`config.mk`:
```
export PLATFORM = sky130hd
export DESIGN_NAME = hs4_channel_arbiter
export DESIGN_NICKNAME = d
export VERILOG_FILES = /design/src/rtl/hs4_pkg.sv /design/src/rtl/hs4_channel_arbiter_sync_ff.sv /design/src/rtl/hs4_channel_arbiter.sv
export SDC_FILE = /design/constraint.sdc
export NUM_CORES = 1
export LEC_CHECK = 0
export BUFFER_PORTS_ARGS = -buffer_cell sky130_fd_sc_hd__buf_2
export CORE_AREA = 4 4 69 96
export CTS_BUF_LIST = sky130_fd_sc_hd__clkbuf_16
export DETAILED_ROUTE_END_ITERATION = 6
export DIE_AREA = 0 0 73 100
export PLACE_DENSITY = 0.49
export SETUP_SLACK_MARGIN = 0.3
export SYNTH_ARGS = -nofsm -noshare
export SYNTH_HDL_FRONTEND = slang
export SYNTH_HIERARCHICAL = 1
export SYNTH_SLANG_ARGS = --single-unit
```
`constraint.sdc`:
```
create_clock -name clk -period 4.5 [get_ports clk]
set_input_delay 0.675 -clock clk [delete_from_list [all_inputs] [get_ports clk]]
set_output_delay 0.675 -clock clk [all_outputs]
set_load 0.03 [all_outputs]
```
`src/rtl/hs4_pkg.sv`:
```
// Shared types and helpers for the four-phase channel arbiter.
// Holds the FSM state encoding and the round-robin winner search.
// Combinational helpers only; no state or flow control here.
package hs4_pkg;

    typedef enum logic [2:0] {
        IDLE,
        REQ_HI,
        REQ_LO,
        DONE,
        RECOVER
    } state_t;

    localparam int MAX_REQ   = 16;
    localparam int N_REQ_DEF = 4;
    localparam int IDX_W     = $clog2(N_REQ_DEF);

    // First set bit at or after ptr, wrapping at n. Returns ptr when nothing is set.
    // The descending scan lets the smallest offset overwrite the result last.
    function automatic int rr_pick(input logic [MAX_REQ-1:0] req, input int ptr, input int n);
        int j;
        rr_pick = ptr;
        for (int k = MAX_REQ - 1; k >= 0; k--) begin
            if (k < n) begin
                j = ptr + k;
                if (j >= n) begin
                    j = j - n;
                end
                if (req[j]) begin
                    rr_pick = j;
                end
            end
        end
    endfunction

endpackage

```
`src/rtl/hs4_channel_arbiter_sync_ff.sv`:
```
// Multi-stage synchroniser for one asynchronous level.
// Latency: STAGES clock edges from d to q.
// No flow control; samples every cycle.
module sync_ff #(
    parameter int STAGES = 2
) (
    input  logic clk,
    input  logic nrst,
    input  logic d,
    output logic q
);

    logic [STAGES-1:0] pipe;

    always_ff @(posedge clk) begin
        if (!nrst) begin
            pipe <= '0;
        end else begin
            pipe <= {pipe[STAGES-2:0], d};
        end
    end

    assign q = pipe[STAGES-1];

endmodule

```
`src/rtl/hs4_channel_arbiter.sv`:
```
// Round-robin arbiter sharing one four-phase req/ack channel among N_REQ clocked requesters.
// Latency: grant edge + SYNC_STAGES per ack transition + one DONE cycle.
// Requesters hold req_i until done_o/err_o; a watchdog aborts a stalled handshake.
module hs4_channel_arbiter
    import hs4_pkg::*;
#(
    parameter int N_REQ       = 4,
    parameter int SYNC_STAGES = 2,
    parameter int TIMEOUT     = 255,
    parameter int TO_W        = 8
) (
    input  logic                       clk,
    input  logic                       nrst,
    input  logic [N_REQ-1:0]           req_i,
    output logic [N_REQ-1:0]           gnt_o,
    output logic [N_REQ-1:0]           done_o,
    output logic                       err_o,
    output logic [$clog2(N_REQ)-1:0]   err_id_o,
    output logic                       hs_req,
    input  logic                       hs_ack,
    output logic                       busy_o
);

    localparam int PTR_W = $clog2(N_REQ);

    logic                   ack_s;
    state_t                 state_q, state_d;
    logic [PTR_W-1:0]       owner_q, owner_d;
    logic [PTR_W-1:0]       ptr_q, ptr_d;
    logic [PTR_W-1:0]       owner_nxt;
    logic [PTR_W-1:0]       pick_idx;
    logic [TO_W-1:0]        wd_q, wd_d;
    logic                   hs_req_q, hs_req_d;
    logic [N_REQ-1:0]       gnt_q, gnt_d;
    logic [N_REQ-1:0]       done_q, done_d;
    logic                   err_q, err_d;
    logic [PTR_W-1:0]       err_id_q, err_id_d;
    logic [SYNC_STAGES-1:0] warm_q;
    logic [MAX_REQ-1:0]     req_ext;
    logic                   wd_hit;
    logic                   abort;

    sync_ff #(.STAGES(SYNC_STAGES)) u_ack_sync (
        .clk  (clk),
        .nrst (nrst),
        .d    (hs_ack),
        .q    (ack_s)
    );

    always_comb begin
        req_ext              = '0;
        req_ext[N_REQ-1:0]   = req_i;
        pick_idx             = PTR_W'(rr_pick(req_ext, int'(ptr_q), N_REQ));
        owner_nxt            = (owner_q == PTR_W'(N_REQ - 1)) ? '0 : owner_q + 1'b1;
        wd_hit               = (wd_q >= TO_W'(TIMEOUT - 1));
    end

    always_comb begin
        state_d  = state_q;
        owner_d  = owner_q;
        ptr_d    = ptr_q;
        wd_d     = '0;
        hs_req_d = hs_req_q;
        gnt_d    = gnt_q;
        done_d   = '0;
        err_d    = 1'b0;
        err_id_d = err_id_q;
        abort    = 1'b0;

        case (state_q)
            IDLE: begin
                // After reset, ack_s only reflects the real ack once the synchroniser has refilled.
                if ((|req_i) && !ack_s && warm_q[SYNC_STAGES-1]) begin
                    owner_d         = pick_idx;
                    gnt_d           = '0;
                    gnt_d[pick_idx] = 1'b1;
                    hs_req_d        = 1'b1;
                    state_d         = REQ_HI;
                end
            end
            REQ_HI: begin
                if (ack_s) begin
                    hs_req_d = 1'b0;
                    state_d  = REQ_LO;
                end else if (wd_hit) begin
                    abort = 1'b1;
                end else begin
                    wd_d = wd_q + 1'b1;
                end
            end
            REQ_LO: begin
                if (!ack_s) begin
                    state_d         = DONE;
                    gnt_d           = '0;
                    done_d[owner_q] = 1'b1;
                    ptr_d           = owner_nxt;
                end else if (wd_hit) begin
                    abort = 1'b1;
                end else begin
                    wd_d = wd_q + 1'b1;
                end
            end
            DONE: begin
                state_d = IDLE;
            end
            RECOVER: begin
                if (!ack_s) begin
                    state_d = IDLE;
                end
            end
            default: begin
                state_d  = IDLE;
                hs_req_d = 1'b0;
                gnt_d    = '0;
            end
        endcase

        if (abort) begin
            state_d  = RECOVER;
            hs_req_d = 1'b0;
            gnt_d    = '0;
            err_d    = 1'b1;
            err_id_d = owner_q;
            ptr_d    = owner_nxt;
        end
    end

    always_ff @(posedge clk) begin
        if (!nrst) begin
            state_q  <= IDLE;
            owner_q  <= '0;
            ptr_q    <= '0;
            wd_q     <= '0;
            hs_req_q <= 1'b0;
            gnt_q    <= '0;
            done_q   <= '0;
            err_q    <= 1'b0;
            err_id_q <= '0;
            warm_q   <= '0;
        end else begin
            state_q  <= state_d;
            owner_q  <= owner_d;
            ptr_q    <= ptr_d;
            wd_q     <= wd_d;
            hs_req_q <= hs_req_d;
            gnt_q    <= gnt_d;
            done_q   <= done_d;
            err_q    <= err_d;
            err_id_q <= err_id_d;
            warm_q   <= {warm_q[SYNC_STAGES-2:0], 1'b1};
        end
    end

    assign hs_req   = hs_req_q;
    assign gnt_o    = gnt_q;
    assign done_o   = done_q;
    assign err_o    = err_q;
    assign err_id_o = err_id_q;
    assign busy_o   = (state_q != IDLE);

endmodule

```
==> metrics.yaml, run 1 <==
status: "finished, final reports clean"
seqPwrFrac_pct: 39.7
synth_cells: 177
synth.avg_cell_area_um2: 9.22
die_h_um: 100
grt_usage_pct: 9.52
synthToLayoutAreaGrowth_pct: 18.2
clkPwrFrac_pct: 52.3
die_area_um2: 7300
cp_cell_sequence: "inv_2 > ha_1 > a21oi_1 > a221oi_1 > o31ai_1 > a311oi_1 > o32ai_1"
cts_tree: "built"
fin_crit_sh_pct: 60.9
path_clk_slew_ps: 50
dieWidth_um: 73
finalHoldViolations: 0
arrival_ps: 2870
drtIter0Drc: 27
wire_per_inst_um: 12.2
grt_start_max_net_pins: 17
antenna_found_initial: 0
vias: 1283
synth.area.top_cells: "dfxtp_1, ha_1, mux2i_1"
worstMarginPinSlew_ps: 665
wl_met3_um: 81
worstPathRequired_ps: 4630
cts_resized: 0
crit_family: "compound AO/OA/AOI/OAI gates"
yosys.area.top_type_share_pct: 38.0
htree_levels: 2
cp_max_fo: 13
ys_seq_elements: 31
fin_crit_ps: 2740
routed_wl_um: 3250
syn_nets: 195
clock_tree.buffer_depth: 2
slew_viol_final: 0
viasPerCell: 4.82
power_frac_comb_pct: 8.0
io_pins: 20
regArea_um2: 621
synth_top_cell_by_area: "dfxtp_1"
p_leak_nw: 0.736
multiInputGateArea_um2: 917
synthArstFlopShare_pct: 0
crit_path_max_incr_delay_ps: 660
overflow: 0
fmax_mhz: 365
grt_first_pass_wirelength_um: 5490
ys_types: 50
hold_path.class: "register to register"
synth-edff-count: 0
drive_gt1_share_pct: 18.9
fin_skew_ps: 9.15
rsz0062_at_grt: "no"
fin_nets: 213
cts_setup_buffers: 0
start_kind: "register"
drv_cap: 0
slew_headroom_pct: 55.4
start_util_pct: 28.0
coreArea_um2: 5820
insertion_delay_ps: 280
switching_share_pct: 22.4
p_switching_mw: 0.163
critPathKind: "register to register"
layout_commonest_cell: "dfxtp_1"
fp-row-count: 33
wl_met2_um: 1780
layout_common_cells: "dfxtp_1, buf_2, nor2_1"
synth_top_flop_cell: "dfxtp_1"
slowest_stage: "dfxtp_1"
antenna_left: 0
gp_congestion: 0.876
cp_num_buf_inv: 1
ys_warn_count: 6
routed.top_layer: "met4"
dp_hpwl_um: 2440
seq_area_frac_synth_pct: 38.0
fill_cells: 596
setup_viol: 0
powerDensity_nw_per_um2: 378
firstDrtPassIters: 4
ir_drop_mv: 0.195
crit_path_end_kind: "register"
synthesis.area_um2: 1630
final.setup.tns_ps: 0
cts_hold_buf: 0
grt_pass1_vias: 1219
numClockSinks: 31
intPower_mw: 0.566
detail_route.wirelength.met1_um: 1360
cts-buffers-inserted: 5
port_buffers: 19
ctsRootBufferMaster: "clkbuf_16"
worst_hold_slack_ps: 422
antenna_cells: 0
drc: 0
-- logic make-up (layout without fill, tap and decap cells) --
family                     count (synthesis)  after routing  synth area share (%)
adders and majority gates                 11             11                  8.43
and+or+nand+nor                           62             62                  20.8
AOI/OAI and AO/OA                         38             38                  17.0
xor gates and xnor gates                   8              8                  4.29
buffers and inverters                     19             38                  5.82
muxes                                      8              8                  5.67
DFF                                       31             31                  38.0
-- routing by layer --
| metal | track usage, % | vias up |
|---|---|---|
| met5 | 0 | - |
| met4 | 3.41 | 0 |
| met3 | 2.40 | 5 |
| met2 | 17.8 | 13 |
| met1 | 9.94 | 602 |
| li1 | - | 663 |
-- per-stage QoR --
stage | instance area (um2) | power (mW) | utilization [%] | instances | setup slack, ps
2_1_floorplan | 1630 | 0.339 | - | 177 | 2250
3_3_place_gp | 1760 | 0.355 | 30.3 | 258 | 1830
3_5_place_dp | 1760 | 0.355 | 30.3 | 258 | 1730
4_1_cts | 1930 | 0.743 | 33.2 | 266 | 1730
5_1_grt | 1930 | 0.757 | 33.2 | 266 | 1490
6_report | 1930 | 0.729 | 33.2 | 266 | 1760
-- final timing paths --
path                             end  cells past startpoint          startpoint  slack (ps)
hold reg to reg   u_ack_sync/pipe[1]                      1  u_ack_sync/pipe[0]         420
setup / recovery            gnt_o[3]                      7            ptr_q[0]        1760
setup reg to reg            gnt_o[3]                      7            ptr_q[0]        1760
hold / removal    u_ack_sync/pipe[1]                      1  u_ack_sync/pipe[0]         420
-- cells in the mapped netlist, types with 2 or more instances --
master / count
a21boi_0: 2
a21oi_1: 8
a221oi_1: 2
and2_1: 8
and3_1: 2
buf_4: 2
buf_6: 2
clkbuf_1: 3
dfxtp_1: 31
ha_1: 11
inv_1: 10
mux2i_1: 7
nand2_1: 10
nand2b_1: 5
nand3_1: 4
nand4_1: 2
nor2_1: 17
nor2b_1: 2
nor3_1: 2
o2111ai_1: 2
o21ai_0: 7
o21ai_1: 2
o32ai_1: 2
o32ai_2: 2
xnor2_1: 5
xor2_1: 3
-- sequential cells by signal (all words and copies together), names as in the netlist --
name and flops:
wd_q 8, warm_q 2, owner_q 2, done_o 4, ptr_q 2, state_q 3
err_id_o 2, u_ack_sync/pipe 2, hs_req 1, gnt_o 4, err_o 1
-- area by class of cell --
type	count	share of cell area [%]
tap	70	4.54
clock inverter	3	2.27
clock buffer	5	6.48
multi-input combinational	127	47.5
inverter	11	2.14
timing repair buffer	19	4.93
sequential	31	32.1
-- power groups by stage --
stage	Clock [mW]	Combinational, mW	Sequential [mW]
final	0.381	0.0585	0.289
after global routing	0.401	0.0660	0.291
after CTS	0.394	0.0599	0.290
after detailed placement	0	0.0596	0.295
after global placement	0	0.0595	0.296
after floorplan	0	0.0411	0.297
(Power assumes the default switching activity.)
==> run 2: changes to the inputs <==
--- a/config.mk
+++ b/config.mk
@@ -5,11 +5,12 @@
 export SDC_FILE = /design/constraint.sdc
 export NUM_CORES = 1
 export LEC_CHECK = 0
+export ABC_AREA = 1
 export BUFFER_PORTS_ARGS = -buffer_cell sky130_fd_sc_hd__buf_2
-export CORE_AREA = 4 4 69 96
+export CORE_AREA = 4 4 67 94
 export CTS_BUF_LIST = sky130_fd_sc_hd__clkbuf_16
 export DETAILED_ROUTE_END_ITERATION = 6
-export DIE_AREA = 0 0 73 100
+export DIE_AREA = 0 0 71 98
 export PLACE_DENSITY = 0.49
 export SETUP_SLACK_MARGIN = 0.3
 export SYNTH_ARGS = -nofsm -noshare
==> constraint.sdc (replaced) <==
create_clock -name clk -period 2.83 [get_ports clk]
set_input_delay 0.4245 -clock clk [delete_from_list [all_inputs] [get_ports clk]]
set_output_delay 0.4245 -clock clk [all_outputs]
set_load 0.03 [all_outputs]
==> metrics.yaml, run 2 <==
status: "finished, final reports clean"  # unchanged
vias: 1337  # was 1,283
synth.area.top_cells: "dfxtp_1, nand2_1, ha_1"  # was dfxtp_1, ha_1, mux2i_1
synth_top_flop_cell: "dfxtp_1"  # unchanged
fp-row-count: 32  # was 33
io_pins: 20  # unchanged
clock_tree.buffer_depth: 2  # unchanged
start_util_pct: 28.3  # was 28.0%
ys_seq_elements: 31  # unchanged
synth.avg_cell_area_um2: 7.23  # was 9.22 um2
setup_slack_ps: 798  # was 1760 ps
wl_met2_um: 1840  # was 1780 um
die_area_um2: 6960  # was 7300 um2
gp_congestion: 0.854  # was 0.876
powerDensity_nw_per_um2: 648  # was 378 nW/um2
cp_max_fo: 9  # was 13
placed_cells: 299  # was 258
dp_slack_ps: 784  # was 1730 ps
ir_drop_mv: 0.386  # was 0.195 mV
fin_nets: 256  # was 213
firstDrtPassIters: 4  # unchanged
port_buffers: 19  # unchanged
grt_start_max_net_pins: 14  # was 17
ctsRootBufferMaster: "clkbuf_16"  # unchanged
fmax_mhz: 492  # was 365 MHz
critPathKind: "register to register"  # unchanged
cp_cell_sequence: "inv_2 > ha_1 > inv_1 > nand3_2 > inv_1 > nor2_1 > nand2_1 > nand2_1 > nand2_1 > nand2_1 > nand3_1 > inv_1 > nand2_1 > a21oi_1"  # was inv_2 > ha_1 > a21oi_1 > a221oi_1 > o31ai_1 > a311oi_1 > o32ai_1
wire_per_inst_um: 10.8  # was 12.2 um
final_core_util_pct: 34.0  # was 33.2%
dieWidth_um: 71  # was 73 um
worstPathRequired_ps: 3030  # was 4630 ps
grt_pass1_vias: 1260  # was 1,219
cts-buffers-inserted: 5  # unchanged
numClockSinks: 31  # unchanged
layout_common_cells: "nand2_1, inv_1, dfxtp_1"  # was dfxtp_1, buf_2, nor2_1
yosysMostFrequentCell: "nand2_1"  # was dfxtp_1
crit_path_max_incr_delay_ps: 500  # was 660 ps
fin_crit_sh_pct: 71.8  # was 60.9%
synthToLayoutAreaGrowth_pct: 20.3  # was 18.2%
detail_route.wirelength.met1_um: 1290  # was 1360 um
layout_commonest_cell: "nand2_1"  # was dfxtp_1
cpMostUsedCell: "nand2_1"
synth-edff-count: 0  # unchanged
antenna_left: 0  # unchanged
path_clk_slew_ps: 50  # about the same
htree_levels: 2  # unchanged
largest_reg_flops: 8  # unchanged
synth_commonest_cells: "nand2_1, inv_1, dfxtp_1"  # was dfxtp_1, nor2_1, ha_1
antenna_cells: 0  # unchanged
synth_top_cell_by_area: "dfxtp_1"  # unchanged
viasPerCell: 4.36  # was 4.82
worstMarginPinSlew_ps: 458  # was 665 ps
synth_cells: 213  # was 177
power_frac_comb_pct: 19.7  # was 8.0%
slew_headroom_pct: 69.3  # was 55.4%
dp_hpwl_um: 2630  # was 2440 um
synthArstFlopShare_pct: 0  # unchanged
p_leak_nw: 0.901  # was 0.736 nW
grt_usage_pct: 10.4  # was 9.52%
seq_area_frac_synth_pct: 40.3  # was 38.0%
final.setup.tns_ps: 0  # unchanged
syn_nets: 231  # was 195
insertion_delay_ps: 270  # was 280 ps
crit_path_end_kind: "register"  # unchanged
fin_crit_ps: 2030  # was 2740 ps
drv_cap: 0  # unchanged
routed_wl_um: 3310  # was 3250 um
cts_tree: "built"  # unchanged
coreArea_um2: 5450  # was 5820 um2
synthesis.area_um2: 1540  # was 1630 um2
wl_met3_um: 98  # was 81 um
start_kind: "register"  # unchanged
drive_gt1_share_pct: 14.2  # was 18.9%
cts_hold_buf: 0  # unchanged
ys_types: 24  # was 50
seqPwrFrac_pct: 40.0  # was 39.7%
cts_resized: 0  # unchanged
switching_share_pct: 29.2  # was 22.4%
setup_viol: 0  # unchanged
drtIter0Drc: 43  # was 27
die_h_um: 98  # was 100 um
arrival_ps: 2230  # was 2870 ps
ys_warn_count: 6  # unchanged
fin_skew_ps: 2.02  # was 9.15 ps
largest_register: "wd_q"  # unchanged
yosys.area.top_type_share_pct: 40.3  # was 38.0%
rsz0062_at_grt: "no"  # unchanged
p_switching_mw: 0.351  # was 0.163 mW
clkPwrFrac_pct: 40.3  # was 52.3%
intPower_mw: 0.851  # was 0.566 mW
routed.top_layer: "met4"  # unchanged
hold_path.class: "input pin to register"  # was register to register
grt_first_pass_wirelength_um: 5660  # was 5490 um
stdcell_count: 307  # was 266
drc: 0  # unchanged
slowest_stage: "dfxtp_1"  # unchanged
finalHoldViolations: 0  # unchanged
antenna_found_initial: 0  # unchanged
overflow: 0  # unchanged
slew_viol_final: 0  # unchanged
cts_setup_buffers: 0  # unchanged
## run 2: cell types whose count changed in the layout (fill, tap and decap cells not counted), moves of 4 or more
cell / change
mux2i_1: -7
and2_1: -8
nand3_2: +4
nor2_1: +12
nand2b_1: -5
nand2_1: +37
inv_1: +27
nand3_1: +13
## run 2: worst paths after layout
kind                            slack, ps  cells past startpoint      start            endpoint
worst min-delay path                  330                      3     hs_ack  u_ack_sync/pipe[0]
worst max register to register        800                     14   ptr_q[0]            gnt_o[0]
worst max-delay path                  800                     14   ptr_q[0]            gnt_o[0]
worst min register to register        410                      2  warm_q[0]           warm_q[1]
## run 2: metrics by stage
stage	power [mW]	cell area [um2]	hold slack, ps
2_1_floorplan	0.669	1540	390
3_3_place_gp	0.730	1720	394
3_5_place_dp	0.730	1720	399
4_1_cts	1.22	1850	324
5_1_grt	1.28	1850	346
6_report	1.20	1850	332
## run 2: worst max-delay path, delay by kind of cell, from the launching register on
family / cells / cell delay, ps
AND/OR/NAND/NOR: 8 / 570
buffers and inverters: 4 / 380
adder cells (fa/ha/maj): 1 / 400
flip-flops: 1 / 500
AO/OA/AOI/OAI: 1 / 120
## run 2: power by group through the flow
stage / clock, mW / combinational (mW) / sequential [mW]
after floorplan: 0 / 0.172 / 0.497
after global placement: 0 / 0.240 / 0.490
after detailed placement: 0 / 0.240 / 0.490
after CTS: 0.503 / 0.241 / 0.481
after global routing: 0.526 / 0.272 / 0.484
final: 0.484 / 0.237 / 0.481
## run 2: layout make-up
class                   count  area [um2]
multi-input cells         144         777
flip-flops and latches     31         621
inverters                  37         139
clock buffers               5         125
well taps                  68        85.1
fillers                   617        3590
repair buffers             19        95.1
clock inverters             3        11.3
## run 2: cells by family (layout without fill, tap and decap cells)
family          after synthesis  after routing  synth area share [%]
flops                        31             31                  40.3
fa+ha+maj                    11             11                  8.94
xor+xnor                      4              4                  2.27
simple gates                107            107                  30.8
buf+inv                      38             64                  9.26
compound gates               22             22                  8.45
## run 2: layer usage
metal / global-route usage [%] / vias up
met5: 0 / -
met4: 5.64 / 0
met3: 2.68 / 5
met2: 19.1 / 14
met1: 10.5 / 597
li1: - / 721
==> run 3: changes to the inputs <==
--- a/config.mk
+++ b/config.mk
@@ -5,12 +5,12 @@
 export SDC_FILE = /design/constraint.sdc
 export NUM_CORES = 1
 export LEC_CHECK = 0
-export ABC_AREA = 1
+export ABC_AREA = 0
 export BUFFER_PORTS_ARGS = -buffer_cell sky130_fd_sc_hd__buf_2
-export CORE_AREA = 4 4 67 94
+export CORE_AREA = 4 4 69 96
 export CTS_BUF_LIST = sky130_fd_sc_hd__clkbuf_16
 export DETAILED_ROUTE_END_ITERATION = 6
-export DIE_AREA = 0 0 71 98
+export DIE_AREA = 0 0 73 100
 export PLACE_DENSITY = 0.49
 export SETUP_SLACK_MARGIN = 0.3
 export SYNTH_ARGS = -nofsm -noshare
==> constraint.sdc (replaced) <==
create_clock -name clk -period 1.9 [get_ports clk]
set_input_delay 0.285 -clock clk [delete_from_list [all_inputs] [get_ports clk]]
set_output_delay 0.285 -clock clk [all_outputs]
set_load 0.03 [all_outputs]
==> metrics.yaml, run 3 (synthesis gave the netlist of run 1 again) <==
cts-buffers-inserted: 5  # unchanged
io_pins: 20  # unchanged
fin_nets: 234  # was 256
seqPwrFrac_pct: 39.2  # was 40.0%
drive_gt1_share_pct: 35.9  # was 14.2%
arrival_ps: 2100  # was 2230 ps
grt_start_max_net_pins: 17  # was 14
layout_common_cells: "dfxtp_1, buf_2, buf_4"  # was nand2_1, inv_1, dfxtp_1
antenna_left: 0  # unchanged
viasPerCell: 4.74  # was 4.36
slew_viol_final: 0  # unchanged
setup_slack_ps: -37.5  # was 798 ps
worstPathRequired_ps: 2060  # was 3030 ps
dp_slack_ps: -4.27  # was 784 ps
p_switching_mw: 0.377  # was 0.351 mW
placed_cells: 270  # was 299
numClockSinks: 31  # unchanged
critPathKind: "register to register"  # unchanged
start_kind: "register"  # unchanged
vias: 1360  # was 1,337
power_frac_comb_pct: 10.7  # was 19.7%
wire_per_inst_um: 12.1  # was 10.8 um
total_power_mw: 1.74  # was 1.20 mW
ir_drop_mv: 0.658  # was 0.386 mV
fin_crit_sh_pct: 102  # was 71.8%
p_leak_nw: 0.859  # was 0.901 nW
powerDensity_nw_per_um2: 785  # was 648 nW/um2
grt_first_pass_wirelength_um: 5920  # was 5660 um
cp_cell_sequence: "inv_6 > ha_4 > buf_4 > mux4_2 > o2111ai_2 > o21ai_2 > xnor2_2 > a32o_2"  # was inv_2 > ha_1 > inv_1 > nand3_2 > inv_1 > nor2_1 > nand2_1 > nand2_1 > nand2_1 > nand2_1 > nand3_1 > inv_1 > nand2_1 > a21oi_1
insertion_delay_ps: 270  # about the same
coreArea_um2: 5820  # was 5450 um2
drc: 0  # unchanged
final.setup.tns_ps: -81.8  # was 0 ps
hold_path.class: "input pin to register"  # unchanged
crit_path_end_kind: "register"  # unchanged
fin_crit_ps: 1940  # was 2030 ps
dp_hpwl_um: 2540  # was 2630 um
rrSetupSlack_ps: -40  # was 800 ps
violations: "setup timing"
synthToLayoutAreaGrowth_pct: 35.6  # was 20.3%
fp-row-count: 33  # was 32
fmax_mhz: 516  # was 492 MHz
largest_reg_flops: 8  # unchanged
grt_pass1_vias: 1331  # was 1,260
dieWidth_um: 73  # was 71 um
layout_commonest_cell: "dfxtp_1"  # was nand2_1
clkPwrFrac_pct: 50.2  # was 40.3%
slowest_stage: "dfxtp_4"  # was dfxtp_1
fin_skew_ps: 5.29  # was 2.02 ps
status: "finished with violations"  # was finished, final reports clean
die_area_um2: 7300  # was 6960 um2
final_cell_area_um2: 2210  # was 1850 um2
cts_tree: "built"  # unchanged
worstMarginPinSlew_ps: 319  # was 458 ps
cts_hold_buf: 0  # unchanged
start_util_pct: 28.0  # was 28.3%
path_clk_slew_ps: 50  # about the same
slew_headroom_pct: 78.5  # was 69.3%
clock_tree.buffer_depth: 2  # unchanged
firstDrtPassIters: 4  # unchanged
overflow: 0  # unchanged
largest_register: "wd_q"  # unchanged
gp_congestion: 0.760  # was 0.854
stdcell_count: 287  # was 307
drv_cap: 0  # unchanged
finalHoldViolations: 0  # unchanged
switching_share_pct: 21.7  # was 29.2%
placed_area_um2: 1890  # was 1720 um2
routed_wl_um: 3470  # was 3310 um
intPower_mw: 1.36  # was 0.851 mW
setup_viol: 3  # was 0
antenna_found_initial: 0  # unchanged
grt_usage_pct: 10.3  # was 10.4%
port_buffers: 19  # unchanged
die_h_um: 100  # was 98 um
cp_max_fo: 7  # was 9
ctsRootBufferMaster: "clkbuf_16"  # unchanged
htree_levels: 2  # unchanged
rsz0062_at_grt: "yes"  # was no
crit_path_max_incr_delay_ps: 390  # was 500 ps
antenna_cells: 0  # unchanged
drtIter0Drc: 18  # was 43
-- run 3: changes by cell type in the layout (fill, tap and decap cells not counted), moves of 7 or more --
cell / before / now
nand2_1: 47 / 10
nor2_1: 29 / 17
and2_1: 0 / 7
inv_1: 37 / 9
buf_4: 0 / 18
mux2i_1: 0 / 7
nand3_1: 17 / 4
-- run 3: path summary, 6_finish.rpt --
path | from | cells past startpoint | to
max | ptr_q[0] | 8 | gnt_o[0]
min | hs_ack | 2 | u_ack_sync/pipe[0]
max reg2reg | ptr_q[0] | 8 | gnt_o[0]
min reg2reg | warm_q[0] | 1 | warm_q[1]
-- run 3: what timing repair did --
item	CTS	global route
setup buffers	4	5
pin swaps	9	4
setup endpoints to repair	7	23
gates resized for setup	12	9
-- run 3: power groups by stage --
stage	sequential [mW]	combinational, mW	clock, mW
final	0.681	0.185	0.873
after global routing	0.682	0.204	0.933
after CTS	0.680	0.175	0.902
after detailed placement	0.696	0.163	0
after global placement	0.697	0.164	0
after floorplan	0.705	0.104	0
-- run 3: through the flow --
| step | util [%] | hold WS, ps |
|---|---|---|
| 5_1_grt | 38.0 | 225 |
| 3_5_place_dp | 32.5 | 420 |
| 3_3_place_gp | 32.5 | 414 |
| 2_1_floorplan | - | 313 |
| 4_1_cts | 36.7 | 206 |
| 6_report | 38.0 | 212 |
-- run 3: area by class of cell --
class | count | area, um2
clock buffers | 5 | 125
clock inverters | 3 | 38.8
fillers | 603 | 3610
inverters | 11 | 46.3
multi-input cells | 127 | 1010
flip-flops and latches | 31 | 631
well taps | 70 | 87.6
repair buffers | 40 | 270
-- run 3: layer usage --
metal / routed length (um) / vias to the layer above / GRT usage (%)
met5: 0 / - / 0
met4: 67 / 0 / 4.69
met1: 1400 / 637 / 10.9
met2: 1920 / 16 / 19.0
li1: - / 700 / -
met3: 82 / 7 / 2.20
-- run 3: critical path, delay by kind of cell, from the launching register on --
kind                     cells  cell delay [ps]
AO/OA/AOI/OAI                3              490
flip-flops                   1              390
adder cells (fa/ha/maj)      1              310
multiplexers                 1              300
XOR/XNOR                     1              170
buffers and inverters        2              170
